**src/rtl/cpu_lsu_pkg.sv**
```systemverilog
// Shared types for the load/store unit: access-size encoding and LSU FSM
// states plus lane/misalignment helpers.
package pck_control;
    typedef enum logic [1:0] {
        be_byte = 2'd0,
        be_half = 2'd1,
        be_word = 2'd2
    } sel_be_e;
endpackage

package pck_lsu;
    import pck_control::*;

    typedef enum logic [1:0] {
        IDLE  = 2'd0,
        BEAT0 = 2'd1,
        BEAT1 = 2'd2,
        RESP  = 2'd3
    } lsu_state_e;

    // Bits [3:0] are the lanes of the first word, bits [7:4] those of the next.
    function automatic logic [7:0] lane_mask(sel_be_e size, logic [1:0] off);
        logic [7:0] m;
        case (size)
            be_byte: m = 8'h01;
            be_half: m = 8'h03;
            default: m = 8'h0F;
        endcase
        return m << off;
    endfunction

    function automatic logic misaligned(sel_be_e size, logic [1:0] off);
        logic mis;
        case (size)
            be_half: mis = (off == 2'd3);
            be_word: mis = (off != 2'd0);
            default: mis = 1'b0;
        endcase
        return mis;
    endfunction
endpackage

```
**src/rtl/cpu_lsu_rd_format.sv**
```systemverilog
// Load result formatting: rotate merged lanes down, optional byte swap, extend.
module lsu_rd_format
    import pck_control::*;
(
    input  logic [31:0] data_i,
    input  logic [1:0]  off_i,
    input  sel_be_e     size_i,
    input  logic        sext_i,
    input  logic        swap_i,
    output logic [31:0] result_o
);
    logic [31:0] rot;
    logic [15:0] half;

    always_comb begin
        rot  = 32'({data_i, data_i} >> {off_i, 3'b000});
        half = swap_i ? {rot[7:0], rot[15:8]} : rot[15:0];
        case (size_i)
            be_byte: result_o = {{24{sext_i & rot[7]}}, rot[7:0]};
            be_half: result_o = {{16{sext_i & half[15]}}, half};
            default: result_o = swap_i ? {rot[7:0], rot[15:8], rot[23:16], rot[31:24]} : rot;
        endcase
    end
endmodule

```
**src/rtl/cpu_lsu.sv**
```systemverilog
// Load/store unit between execute and the data bus; splits misaligned accesses
// into two aligned beats. Optional ack-wait timeout via CPU_LSU_TIMEOUT_EN.
module cpu_lsu
    import pck_control::*;
    import pck_lsu::*;
#(
    parameter bit p_split_en   = 1'b1,
    parameter bit p_hold_rdata = 1'b1,
    parameter int p_timeout    = 255
) (
    input  logic        i_clk,
    input  logic        i_rstn,
    input  logic        i_req_valid,
    output logic        o_req_ready,
    input  logic        i_req_wr,
    input  logic [31:0] i_req_addr,
    input  logic [31:0] i_req_wdata,
    input  sel_be_e     i_req_be,
    input  logic        i_req_sext,
    input  logic        i_req_swap,
    output logic [31:0] dbus_addr,
    output logic [3:0]  dbus_be,
    output logic        dbus_wr_en,
    output logic [31:0] dbus_wr_data,
    output logic        dbus_rd_en,
    input  logic [31:0] dbus_rd_data,
    input  logic        dbus_busy,
    input  logic        dbus_ack,
    output logic        o_rsp_valid,
    output logic [31:0] o_rsp_rdata,
    output logic        o_rsp_err,
    output logic        o_busy
);
    lsu_state_e  state_q;
    logic        alive_q, wr_q, sext_q, swap_q, mis_q, err_q;
    logic [31:0] addr_q, wdata_q, merge_q, merge_d, last_q;
    sel_be_e     be_q;

    logic        accept, in_beat, strobe, ack_fire, timeout;
    logic [7:0]  mask;
    logic [3:0]  beat_mask;
    logic [31:0] base, fmt, rsp_data;
    logic [63:0] wshift;

    assign accept    = i_req_valid && o_req_ready;
    assign in_beat   = (state_q == BEAT0) || (state_q == BEAT1);
    // An ack is honoured even while busy is high, so the strobe follows it.
    assign strobe    = in_beat && (!dbus_busy || dbus_ack);
    assign ack_fire  = in_beat && dbus_ack;
    assign mask      = lane_mask(be_q, addr_q[1:0]);
    assign beat_mask = (state_q == BEAT1) ? mask[7:4] : mask[3:0];
    assign base      = {addr_q[31:2], 2'b00};
    assign wshift    = {32'b0, wdata_q} << {addr_q[1:0], 3'b000};

    assign dbus_addr    = (state_q == BEAT0) ? base :
                          (state_q == BEAT1) ? base + 32'd4 : 32'd0;
    assign dbus_be      = strobe ? beat_mask : 4'b0000;
    assign dbus_wr_en   = strobe && wr_q;
    assign dbus_rd_en   = strobe && !wr_q;
    assign dbus_wr_data = (in_beat && wr_q) ?
                          ((state_q == BEAT1) ? wshift[63:32] : wshift[31:0]) : 32'd0;

    always_comb begin
        merge_d = merge_q;
        for (int i = 0; i < 4; i++) begin
            if (beat_mask[i]) merge_d[8*i +: 8] = dbus_rd_data[8*i +: 8];
        end
    end

    lsu_rd_format u_fmt (
        .data_i  (merge_q),
        .off_i   (addr_q[1:0]),
        .size_i  (be_q),
        .sext_i  (sext_q),
        .swap_i  (swap_q),
        .result_o(fmt)
    );

    assign rsp_data    = (wr_q || err_q) ? 32'd0 : fmt;
    assign o_req_ready = (state_q == IDLE) && alive_q;
    assign o_busy      = (state_q != IDLE);
    assign o_rsp_valid = (state_q == RESP);
    assign o_rsp_err   = (state_q == RESP) && err_q;
    assign o_rsp_rdata = (state_q == RESP) ? rsp_data : (p_hold_rdata ? last_q : 32'd0);

`ifdef CPU_LSU_TIMEOUT_EN
    localparam int TW_RAW = $clog2(p_timeout + 1);
    localparam int TW     = (TW_RAW < 8) ? 8 : ((TW_RAW > 16) ? 16 : TW_RAW);
    logic [TW-1:0] wait_q;

    assign timeout = strobe && !dbus_ack && (wait_q == TW'(p_timeout - 1));

    always_ff @(posedge i_clk or negedge i_rstn) begin
        if (!i_rstn) begin
            wait_q <= '0;
        end else if (accept || ack_fire) begin
            wait_q <= '0;
        end else if (strobe && !dbus_ack) begin
            wait_q <= wait_q + TW'(1);
        end
    end
`else
    logic unused_timeout;
    assign unused_timeout = ^p_timeout;
    assign timeout        = 1'b0;
`endif

    // alive_q keeps ready low until the first clock after reset release.
    always_ff @(posedge i_clk or negedge i_rstn) begin
        if (!i_rstn) begin
            state_q <= IDLE;
            alive_q <= 1'b0;
            wr_q    <= 1'b0;
            addr_q  <= '0;
            wdata_q <= '0;
            be_q    <= be_byte;
            sext_q  <= 1'b0;
            swap_q  <= 1'b0;
            mis_q   <= 1'b0;
            err_q   <= 1'b0;
            merge_q <= '0;
            last_q  <= '0;
        end else begin
            alive_q <= 1'b1;
            case (state_q)
                IDLE: begin
                    if (accept) begin
                        wr_q    <= i_req_wr;
                        addr_q  <= i_req_addr;
                        wdata_q <= i_req_wdata;
                        be_q    <= i_req_be;
                        sext_q  <= i_req_sext;
                        swap_q  <= i_req_swap;
                        mis_q   <= misaligned(i_req_be, i_req_addr[1:0]);
                        merge_q <= '0;
                        err_q   <= misaligned(i_req_be, i_req_addr[1:0]) && !p_split_en;
                        state_q <= (misaligned(i_req_be, i_req_addr[1:0]) && !p_split_en) ?
                                   RESP : BEAT0;
                    end
                end
                BEAT0, BEAT1: begin
                    if (ack_fire) begin
                        merge_q <= merge_d;
                        state_q <= (state_q == BEAT0 && mis_q) ? BEAT1 : RESP;
                    end else if (timeout) begin
                        err_q   <= 1'b1;
                        state_q <= RESP;
                    end
                end
                RESP: begin
                    last_q  <= rsp_data;
                    state_q <= IDLE;
                end
                default: state_q <= IDLE;
            endcase
        end
    end
endmodule

```
**config.mk**
```make
export PLATFORM = sky130hd
export DESIGN_NAME = cpu_lsu
export DESIGN_NICKNAME = d
export VERILOG_FILES = /design/src/rtl/cpu_lsu_pkg.sv /design/src/rtl/cpu_lsu_rd_format.sv /design/src/rtl/cpu_lsu.sv
export SDC_FILE = /design/constraint.sdc
export NUM_CORES = 1
export LEC_CHECK = 0
export CAP_MARGIN = 20
export CORE_MARGIN = 2
export CORE_UTILIZATION = 30
export CTS_BUF_LIST = sky130_fd_sc_hd__clkbuf_4 sky130_fd_sc_hd__clkbuf_8
export CTS_CLUSTER_DIAMETER = 120
export CTS_CLUSTER_SIZE = 10
export DETAILED_ROUTE_END_ITERATION = 6
export GPL_TIMING_DRIVEN = 0
export PLACE_DENSITY = 0.56
export SLEW_MARGIN = 20
export SYNTH_ARGS = -nofsm -noshare
export SYNTH_HDL_FRONTEND = slang
export SYNTH_SLANG_ARGS = --single-unit
```
**constraint.sdc**
```tcl
create_clock -name i_clk -period 2.2 [get_ports i_clk]
set_input_delay 0.33 -clock i_clk [delete_from_list [all_inputs] [get_ports i_clk]]
set_output_delay 0.33 -clock i_clk [all_outputs]
set_load 0.05 [all_outputs]
```
After elaboration in Yosys (flattened, before gate mapping):

Index checks and enable logic that the tools add are counted.
Widths: inputs -> output; s select.

* word-level logic and storage cells: 81
* bits of input ports: 106
* output and inout bits: 106
* flip-flop bits (word level): 137

* reductions and logical operators: 24
* equality and inequality tests: 13
* bitwise gates (word level): 2
* mux-type cells: 24
* add/sub/neg operators: 1
* shift-type cells: 3

Operators by type and width (count)
* $mux 32: 9
* $pmux 32 s2: 2
* $shl 32x5->64: 1
* $shr 64x5->32: 1
* $add 32x3->32 const B: 1
* $mux 8: 4
* $mux 16: 1
* $reduce_and 4->1: 4
* $ne 2x2->1 const B: 6
* $eq 2x2->1 const B: 4
* $logic_and 1x1->1: 8
* $mux 4: 2
* $pmux 4 s2: 1
* $shl 8x2->8: 1
* $eq 2x1->1 const B: 3
* $pmux 2 s3: 1
* $reduce_bool 2->1: 3
* $logic_not 2->1: 2
* $mux 2: 2
* $reduce_and 2->1: 2
* $and 1x1->1: 2
* $logic_not 1->1: 2
* $logic_or 1x1->1: 2
* $pmux 1 s2: 1
* 2 further kinds: 2

Depth between registers and ports, before layout:

Gate-level depths: netlist of run 1.

* depth in word-level cells: 7
* mapped depth: 10
* gate-level depth less buffers: 7

Hierarchy:

A second synthesis of run 1 with hierarchy kept.

* cells, all modules: 1016
* area, all modules: 9320.2 um^2

Modules (own cells, without submodules)
* cpu_lsu: cells an instance 769, instances 1, seq. area each 3428.3 um^2, area each 7453.4 um^2
* lsu_rd_format: cells an instance 247, instances 1, seq. area each 0.0 um^2, area each 1866.8 um^2

Worst setup path before layout of run 1:

No wires, ideal clock.

* kind: reg-to-output
* start: reg state_q[0]
* end: out o_rsp_rdata[10]
* buffers on the path: 2
* setup slack: -0.872 ns
* arrival time: 2.742 ns
* data required time: 1.870 ns
* stages on the path, launching flop included: 8
* cells stage by stage: dfrtp_1 ha_1 inv_1 clkbuf_1 nor2_1 clkbuf_1 o221ai_1 o22ai_1

* cells in the longest elaborated chain, start to end: 2

RTL lines
* from (decl): RTL line cpu_lsu.sv:34 `lsu_state_e state_q;`
* from (signal assigned): RTL line cpu_lsu.sv:137 `state_q <= (misaligned(i_req_be, i_req_addr[1:0]) && !p_split_en) ?`
* from (signal assigned): RTL line cpu_lsu.sv:144 `state_q <= (state_q == BEAT0 && mis_q) ? BEAT1 : RESP;`
* $eq 2x2->1
* named net o_rsp_valid: RTL line cpu_lsu.sv:29 `output logic o_rsp_valid,`
* $mux 32
* to (decl): RTL line cpu_lsu.sv:30 `output logic [31:0] o_rsp_rdata,`

The timed path passes the listed nets, and every way through them passes these cells.

Final worst setup path of run 1:

* start: reg addr_q[0]
* end: out o_rsp_rdata[26]

* cells in the longest elaborated chain, start to end: 6
* elaborated cells between the ends (all ways): 8
* classes of those cells: 1 x shift; 5 x mux; 2 x bitwise

RTL lines
* from (decl): RTL line cpu_lsu.sv:36 `logic [31:0] addr_q, wdata_q, merge_q, merge_d, last_q;`
* from (signal assigned): RTL line cpu_lsu.sv:129 `addr_q <= i_req_addr;`
* $shr 64x5->32 *: RTL line cpu_lsu_rd_format.sv:16 `rot = 32'({data_i, data_i} >> {off_i, 3'b000});`
* $mux 16: RTL line cpu_lsu_rd_format.sv:17 `half = swap_i ? {rot[7:0], rot[15:8]} : rot[15:0];`
* $and 1x1->1: RTL line cpu_lsu_rd_format.sv:20 `be_half: result_o = {{16{sext_i & half[15]}}, half};`
* $pmux 32 s2 *: RTL line cpu_lsu_rd_format.sv:18 `case (size_i)`
* $mux 32 *: RTL line cpu_lsu.sv:79 `assign rsp_data = (wr_q || err_q) ? 32'd0 : fmt;`
* $mux 32 *

Mark *: on every way between the ends. The rest lies on a longest branch, timed or not.

==> metrics.md, run 1 <==
| Metric | Value |
|---|---|
| Num ports | 212 |
| Final period util | 1.359 |
| Most common cell in the synthesized netlist | dfrtp_1 |
| Max cap viols | 0 |
| Total Neg Setup Slack | -56870 ps |
| Max-slew violation count | 0 |
| CTS tree | built |
| YS warnings | 0 |
| DR vias | 8640 |
| Setup violators final | 132 |
| CTS H-Tree Depth | 4 |
| Slowest stage delay, CP | 520 ps |
| Die X | 177.6 um |
| Distinct cells, synth | 60 |
| Area Overhead vs Synth | 70.38% |
| Startpoint Class | flop |
| Status | complete, but fails checks |
| Crit. End Element | output port |
| Die area | 31550 sq um |
| Worst-path cell chain | mux2_4 -> mux4_2 -> a32oi_4 -> buf_12 -> a31oi_2 -> a21o_2 -> buf_8 |
| First-pass GRT wire length | 50630 um |
| RePlAce Congestion | 0.8583 |
| Setup WS pre-CTS | -1294 ps |
| Slew HR | 0.5670 |
| Top post-synthesis cells by area | dfrtp_1, mux2_2, mux4_2, nand2_1, mux2i_1 |
| Share of cells above drive strength 1 | 0.5508 |
| R2r setup slk | -100 ps |
| DPL Wire Length | 24520 um |
| DP Area | 12750 sq um |
| CTS Buffer Depth | 2 |
| Clk_lat worst skew | 470 ps |
| Core area | 29640 sq um |
| Clk_skew | 16.55 ps |
| Root buffer cell | clkbuf_8 |
| Top_reg_cell synth | dfrtp_1 |
| Initial DRC Count | 574 |
| # port buffers | 208 |
| N_diodes | 0 |
| Die height | 177.6 um |
| Crit Path Class | flop to output port |
| Fin crit period | 2989 ps |
| R2r endpoint | merge_q[8]$_DFFE_PN0P_ |
| Seq/Total Area, Yosys | 0.3790 |
| Mapped cell area | 9045 sq um |
| Failing checks | setup timing |
| Layout net count | 1351 |
| Number of global-route vias before repair | 8333 |
| Yosys top cell area share | 0.3790 |
| Pin count of the biggest net entering global routing | 81 |
| Post-synth ARST share | 1.000 |
| Row cnt | 63 |
| Cell type of the slowest stage on the worst timing path | mux4_2 |
| Bufs and invs on worst path | 2 |
| F_max | 334.6 MHz |
| CTS Sinks | 137 |
| Synth area leader | dfrtp_1 |
| Clk pin slew, worst setup/hold paths | 110 ps |
| Critical path data required time | 1870 ps |
| Top cells by count, synth | dfrtp_1, nand2_1, mux2_2, nor2_1, o21ai_0 |
| Worst setup margin | -788.7 ps |
| CTS Buf Count | 17 |
| ANT nets after route | 0 |
| Initial antenna violation count | 0 |
| Worst r2r src | state_q[1]$_DFFE_PN0P_ |
| CP max FO | 5 |
| WL final | 34030 um |
| Final hold vios | 0 |
| Number of synthesized register bits | 137 |
| Worst Reg-to-Reg Cells | 13 |
| RSZ-0062 raised after global routing | true |
| Crit path DAT | 2660 ps |
| Number of remaining DRC errors | 0 |
| Finished Core Util | 0.5200 |
| Cells after Synth | 935 |
| DRT Pass-1 Iters | 5 |
| Vias per Instance | 5.265 |
| Design area | 15410 sq um |
| Worst Tran Pin Value | 647.4 ps |
| CP delay by family, top | multiplexers |
| Synthesized area per cell | 9.674 sq um |
| Drt wl/cell | 20.74 um |
| Worst hold path class | primary input to async pin |
| Total GRT Usage | 0.2106 |
| Initial Util | 0.3052 |
| Total gr overflow | 0 |
| EDFF count, synth | 0 |
## flip-flops by register name (all words and copies together) (netlist names)
register and flops:
wdata_q 32, addr_q 32, sext_q 1, be_q 2
swap_q 1, alive_q 1, mis_q 1, state_q 2
merge_q 32, last_q 32, wr_q 1
## final cells by class
cell class	count	area, sq um
inverter	34	132.6
clock buffer	17	234.0
fill	2682	14230
timing repair buffer	288	3052
buffer	67	675.6
sequential	137	3440
multi-input combinational	693	7234
clock inverter	15	155.1
tap	390	488.0
## what timing repair did
item                                   4_1_cts  5_1_grt
endpoints found under the hold margin       57        0
hold buffers                                 1        0
gates cloned                                 3        3
buffers inserted                            39       40
setup endpoints to repair                  224      165
resized for setup                          919      178
pin swaps                                   50       49
## cell usage in the layout (no fill, tap or decap), types with 10 or more instances in the layout
cell             count
o21ai_1             20
o22ai_4             12
clkbuf_4            12
dfrtp_1            128
nor2_4              33
nor2_2              31
buf_12              15
inv_1               32
nand2_1             91
mux2i_1             19
buf_4               60
buf_8               29
o21ai_2             12
mux2i_4             15
nor2b_1             14
a22oi_2             12
o21ai_0             11
mux4_2              27
mux2_2              85
clkbuf_2            16
nand4_1             10
nand2_2             21
a21oi_1             17
a22o_1              25
buf_6               99
clkbuf_8            18
clkdlybuf4s50_1    104
## routing by layer
| metal | vias up | share of wire | global-route usage |
|---|---|---|---|
| met4 | 0 | 0.017 | 0.06421 |
| li1 | 4025 | - | - |
| met1 | 4304 | 0.46 | 0.2989 |
| met3 | 35 | 0.054 | 0.03085 |
| met2 | 276 | 0.47 | 0.3309 |
| met5 | - | 0 | 0 |
## stage by stage
stage               hold WS (ps)  cells
detailed placement         285.8   1536
floorplan                  34.41    937
finish                     348.4   1641
global placement           463.1   1535
CTS                        358.8   1607
global route               399.1   1641
## worst register-to-register path, stage by stage, from the launching register on
cell	delay, ps
dfrtp_2	450
buf_6	130
buf_6	110
ha_4	170
buf_6	140
buf_6	110
nor2_4	120
buf_6	110
a22oi_2	80
buf_4	160
a211o_4	360
buf_8	150
nand2_2	60
o21ai_1	50
## logic make-up (layout without fill, tap and decap cells)
kind of cell / after synthesis / after routing / synth area share
adder cells (fa/ha/maj): 7 / 7 / 0.009683
XOR/XNOR: 23 / 23 / 0.02227
flip-flops: 137 / 137 / 0.3790
other: 2 / 4 / 0.0008303
AO/OA/AOI/OAI: 228 / 228 / 0.1761
multiplexers: 152 / 152 / 0.2179
AND/OR/NAND/NOR: 278 / 279 / 0.1418
buffers and inverters: 108 / 421 / 0.05243
## how the worst max path moves through the flow
stage                           start               endpoint  slack, ps  cells after the start
6_report        addr_q[0]$_DFFE_PN0P_        o_rsp_rdata[26]       -790                      7
5_1_grt         addr_q[0]$_DFFE_PN0P_        o_rsp_rdata[26]       -860                      7
4_1_cts         addr_q[0]$_DFFE_PN0P_        o_rsp_rdata[26]       -790                      7
3_5_place_dp       swap_q$_DFFE_PN0P_         o_rsp_rdata[0]      -1290                      7
3_3_place_gp                   i_rstn  addr_q[0]$_DFFE_PN0P_      -5500                      1
2_1_floorplan  state_q[1]$_DFFE_PN0P_          dbus_addr[31]       -250                      7
Power of run 1 is left out: the tool's default activity adds up to more than one toggle a clock period on the data nets, which glitch-free logic cannot reach.
==> inputs of run 2 (changes only) <==
- ABC_AREA: not set -> 1
- CAP_MARGIN: 20 -> 40
==> run 2 against run 1 <==
Net effect:
- the run still ends with setup timing left
- via count rose by 25%
- setup slack improved by 380 ps
- synthesized area fell by 0.76%
- clock skew rose by 2.6 ps
- routed wire length rose by 12%
- non-clock buffer count rose by 16
==> metrics.md, run 2 <==
| Metric | Value |
|---|---|
| Status | complete, but fails checks |
| Failing checks | setup timing |
| Worst-path cell chain | inv_4 -> ha_4 -> clkbuf_8 -> nand3_4 -> o21ai_2 -> nand2_1 -> inv_1 -> buf_6 |
| Initial Util | 0.3037 |
| Total GRT Usage | 0.2342 |
| Drt wl/cell | 18.05 um |
| Worst r2r src | state_q[1]$_DFFE_PN0P_ |
| Worst Reg-to-Reg Cells | 8 |
| Fin crit period | 2607 ps |
| Root buffer cell | clkbuf_8 |
| Clk pin slew, worst setup/hold paths | 100 ps |
| Clk_skew | 19.16 ps |
| R2r setup slk | 90 ps |
| Yosys top cell area share | 0.3819 |
| Synth area leader | dfrtp_1 |
| Top_reg_cell synth | dfrtp_1 |
| Overall Power | 27.53 mW |
| CTS tree | built |
| DR vias | 10770 |
| Max cap viols | 0 |
| WL final | 38000 um |
| Max-slew violation count | 0 |
| Num ports | 212 |
| Met2 GRT Util | 0.3842 |
| Worst hold path class | primary input to flop |
| Met1 Track Usage GR | 0.3063 |
| Most common cell in the synthesized netlist | nand2_1 |
| Compound-Gate Fraction of Synth Area | 0.1139 |
| Post-Layout Cell Count | 2105 |
| Design area | 15160 sq um |
| Total Neg Setup Slack | -24150 ps |
| RSZ-0062 raised after global routing | true |
| Initial DRC Count | 825 |
| Combinational family with the most area after synthesis | simple AND/OR/NAND/NOR gates |
| Setup WS pre-CTS | -1089 ps |
| Commonest cells after routing, fill and taps aside | nand2_1, dfrtp_1, nand3_1, clkdlybuf4s50_1, nand3_2 |
| CTS Buf Count | 17 |
| Share of cells above drive strength 1 | 0.3874 |
| EDFF count, synth | 0 |
| Most common cell after layout, fill and taps aside | nand2_1 |
| Distinct cells, synth | 38 |
| Clk_lat worst skew | 480 ps |
| DRT Pass-1 Iters | 7 |
| Worst Tran Pin Value | 620.6 ps |
| Peak VDD IR | 906.4 uV |
| Critical path data required time | 1870 ps |
| Crit Path Class | flop to output port |
| Final hold vios | 0 |
| Post-synth ARST share | 1.000 |
| Dpl cells | 1989 |
| Initial antenna violation count | 3 |
| Path length in cells of the critical path | 8 |
| ANT nets after route | 0 |
| RePlAce Congestion | 0.8918 |
| Cells after Synth | 1388 |
| Total gr overflow | 0 |
| Top post-synthesis cells by area | dfrtp_1, nand2_1, nand3_1, o21ai_0, inv_1 |
| Hold_ws | 365.1 ps |
| Setup violators final | 98 |
| Pwr/cell area | 1816 nW/um^2 |
| Synthesized area per cell | 6.467 sq um |
| Slowest stage delay, CP | 460 ps |
| # port buffers | 208 |
| Crit. End Element | output port |
| Startpoint Class | flop |
| CP max FO | 10 |
| CTS Sinks | 137 |
| Number of global-route vias before repair | 10520 |
| DP Area | 11850 sq um |
| Mapped cell area | 8976 sq um |
| Number of synthesized register bits | 137 |
| Bufs and invs on worst path | 4 |
| Layout net count | 1814 |
| CTS H-Tree Depth | 4 |
| Post-synthesis simple-gate area fraction | 0.4106 |
| First-pass GRT wire length | 56800 um |
| CTS Buffer Depth | 2 |
| Die X | 177.0 um |
| CP delay by family, top | buffers and inverters |
| Finished Core Util | 0.5130 |
| Setup crit end | dbus_wr_data[9] |
| Pin count of the biggest net entering global routing | 74 |
| Worst setup margin | -407.4 ps |
| DPL Wire Length | 26840 um |
| Core area | 29560 sq um |
| Slew HR | 0.5863 |
| Crit path DAT | 2280 ps |
| Top Usage Layer GRT | met2 |
| Die area | 31320 sq um |
| HP Start | i_req_addr[11] |
| Die height | 177.0 um |
| R2r endpoint | addr_q[19]$_DFFE_PN0P_ |
| Number of remaining DRC errors | 0 |
| Leak Pwr | 6.963 nW |
| F_max | 383.5 MHz |
| Area Overhead vs Synth | 68.93% |
| Vias per Instance | 5.117 |
| Mux cell area share after synthesis | 0.002230 |
| Row cnt | 63 |
| Final period util | 1.185 |
| Crit path from | state_q[0]$_DFFE_PN0P_ |
| Top cells by count, synth | nand2_1, nand3_1, dfrtp_1, o21ai_0, inv_1 |
| Cell type of the slowest stage on the worst timing path | dfrtp_2 |
| Seq/Total Area, Yosys | 0.3819 |
| Global routing usage on met3 | 0.04553 |
| Synth Area in Adders | 0.009757 |
| Xor/xnor share of the synthesized area | 0 |
| # fillers | 2836 |
| YS warnings | 0 |
[run 2: cell count changes after synthesis, sizes merged, moves of 34 or more]
cell,delta
nand2,+444
mux2,-89
o21ai,+70
mux2i,-34
inv,+55
nand3,+206
[run 2: layout make-up]
class / instances / area (sq um) / area share
Multi-Input combinational cell: 1081 / 6502 / 0.4288
Sequential cell: 137 / 3440 / 0.2268
Timing Repair Buffer: 293 / 3223 / 0.2126
Buffer: 78 / 693.2 / 0.04571
Tap cell: 390 / 488.0 / 0.03218
Inverter: 93 / 399.1 / 0.02632
Clock buffer: 19 / 261.5 / 0.01725
Clock inverter: 13 / 153.9 / 0.01015
Antenna cell: 1 / 2.502 / 0.0001650
[run 2: cell families after synthesis]
kind of cell / after synthesis
buffers and inverters: 173
flip-flops: 137
AO/OA/AOI/OAI: 189
AND/OR/NAND/NOR: 878
other: 2
multiplexers: 2
adder cells (fa/ha/maj): 7
[run 2: worst min path at each step]
stage | endpoint | slack [ps] | cells after the start
after floorplan | addr_q[0]$_DFFE_PN0P_ | 30 | 0
after global routing | wdata_q[10]$_DFFE_PN0P_ | 370 | 3
after global placement | sext_q$_DFFE_PN0P_ | 460 | 2
after CTS | addr_q[11]$_DFFE_PN0P_ | 360 | 3
final | addr_q[11]$_DFFE_PN0P_ | 370 | 3
after detailed placement | merge_q[29]$_DFFE_PN0P_ | 320 | 1
[run 2: worst register-to-register path: stages (launching register included)]
cell and delay [ps]:
dfrtp_2 480, inv_4 100, ha_4 190, nand3_2 140, inv_1 130, buf_2 260
clkbuf_1 490, nand2_1 140, o21ai_0 100
[run 2: timing repair]
action                                 in CTS  in global routing
resized for setup                         908                393
setup buffers                              27                 48
setup endpoints to repair                 137                112
hold buffers                                1                  0
pin swaps                                  33                 79
endpoints found under the hold margin      64                  0
cloned                                      2                  7
[run 2: power breakdown]
part / switching (mW) / internal, mW
logic: 12.9 / 7.70
registers: 1.05 / 3.58
clock network: 1.19 / 1.10
[run 2: per-layer routing]
layer / share of wire / vias to the layer above
met5: 0.00063 / -
met4: 0.026 / 4
met3: 0.058 / 75
met2: 0.48 / 408
met1: 0.43 / 5147
li1: - / 5138
Note: power is estimated with default switching activity, not from simulation.
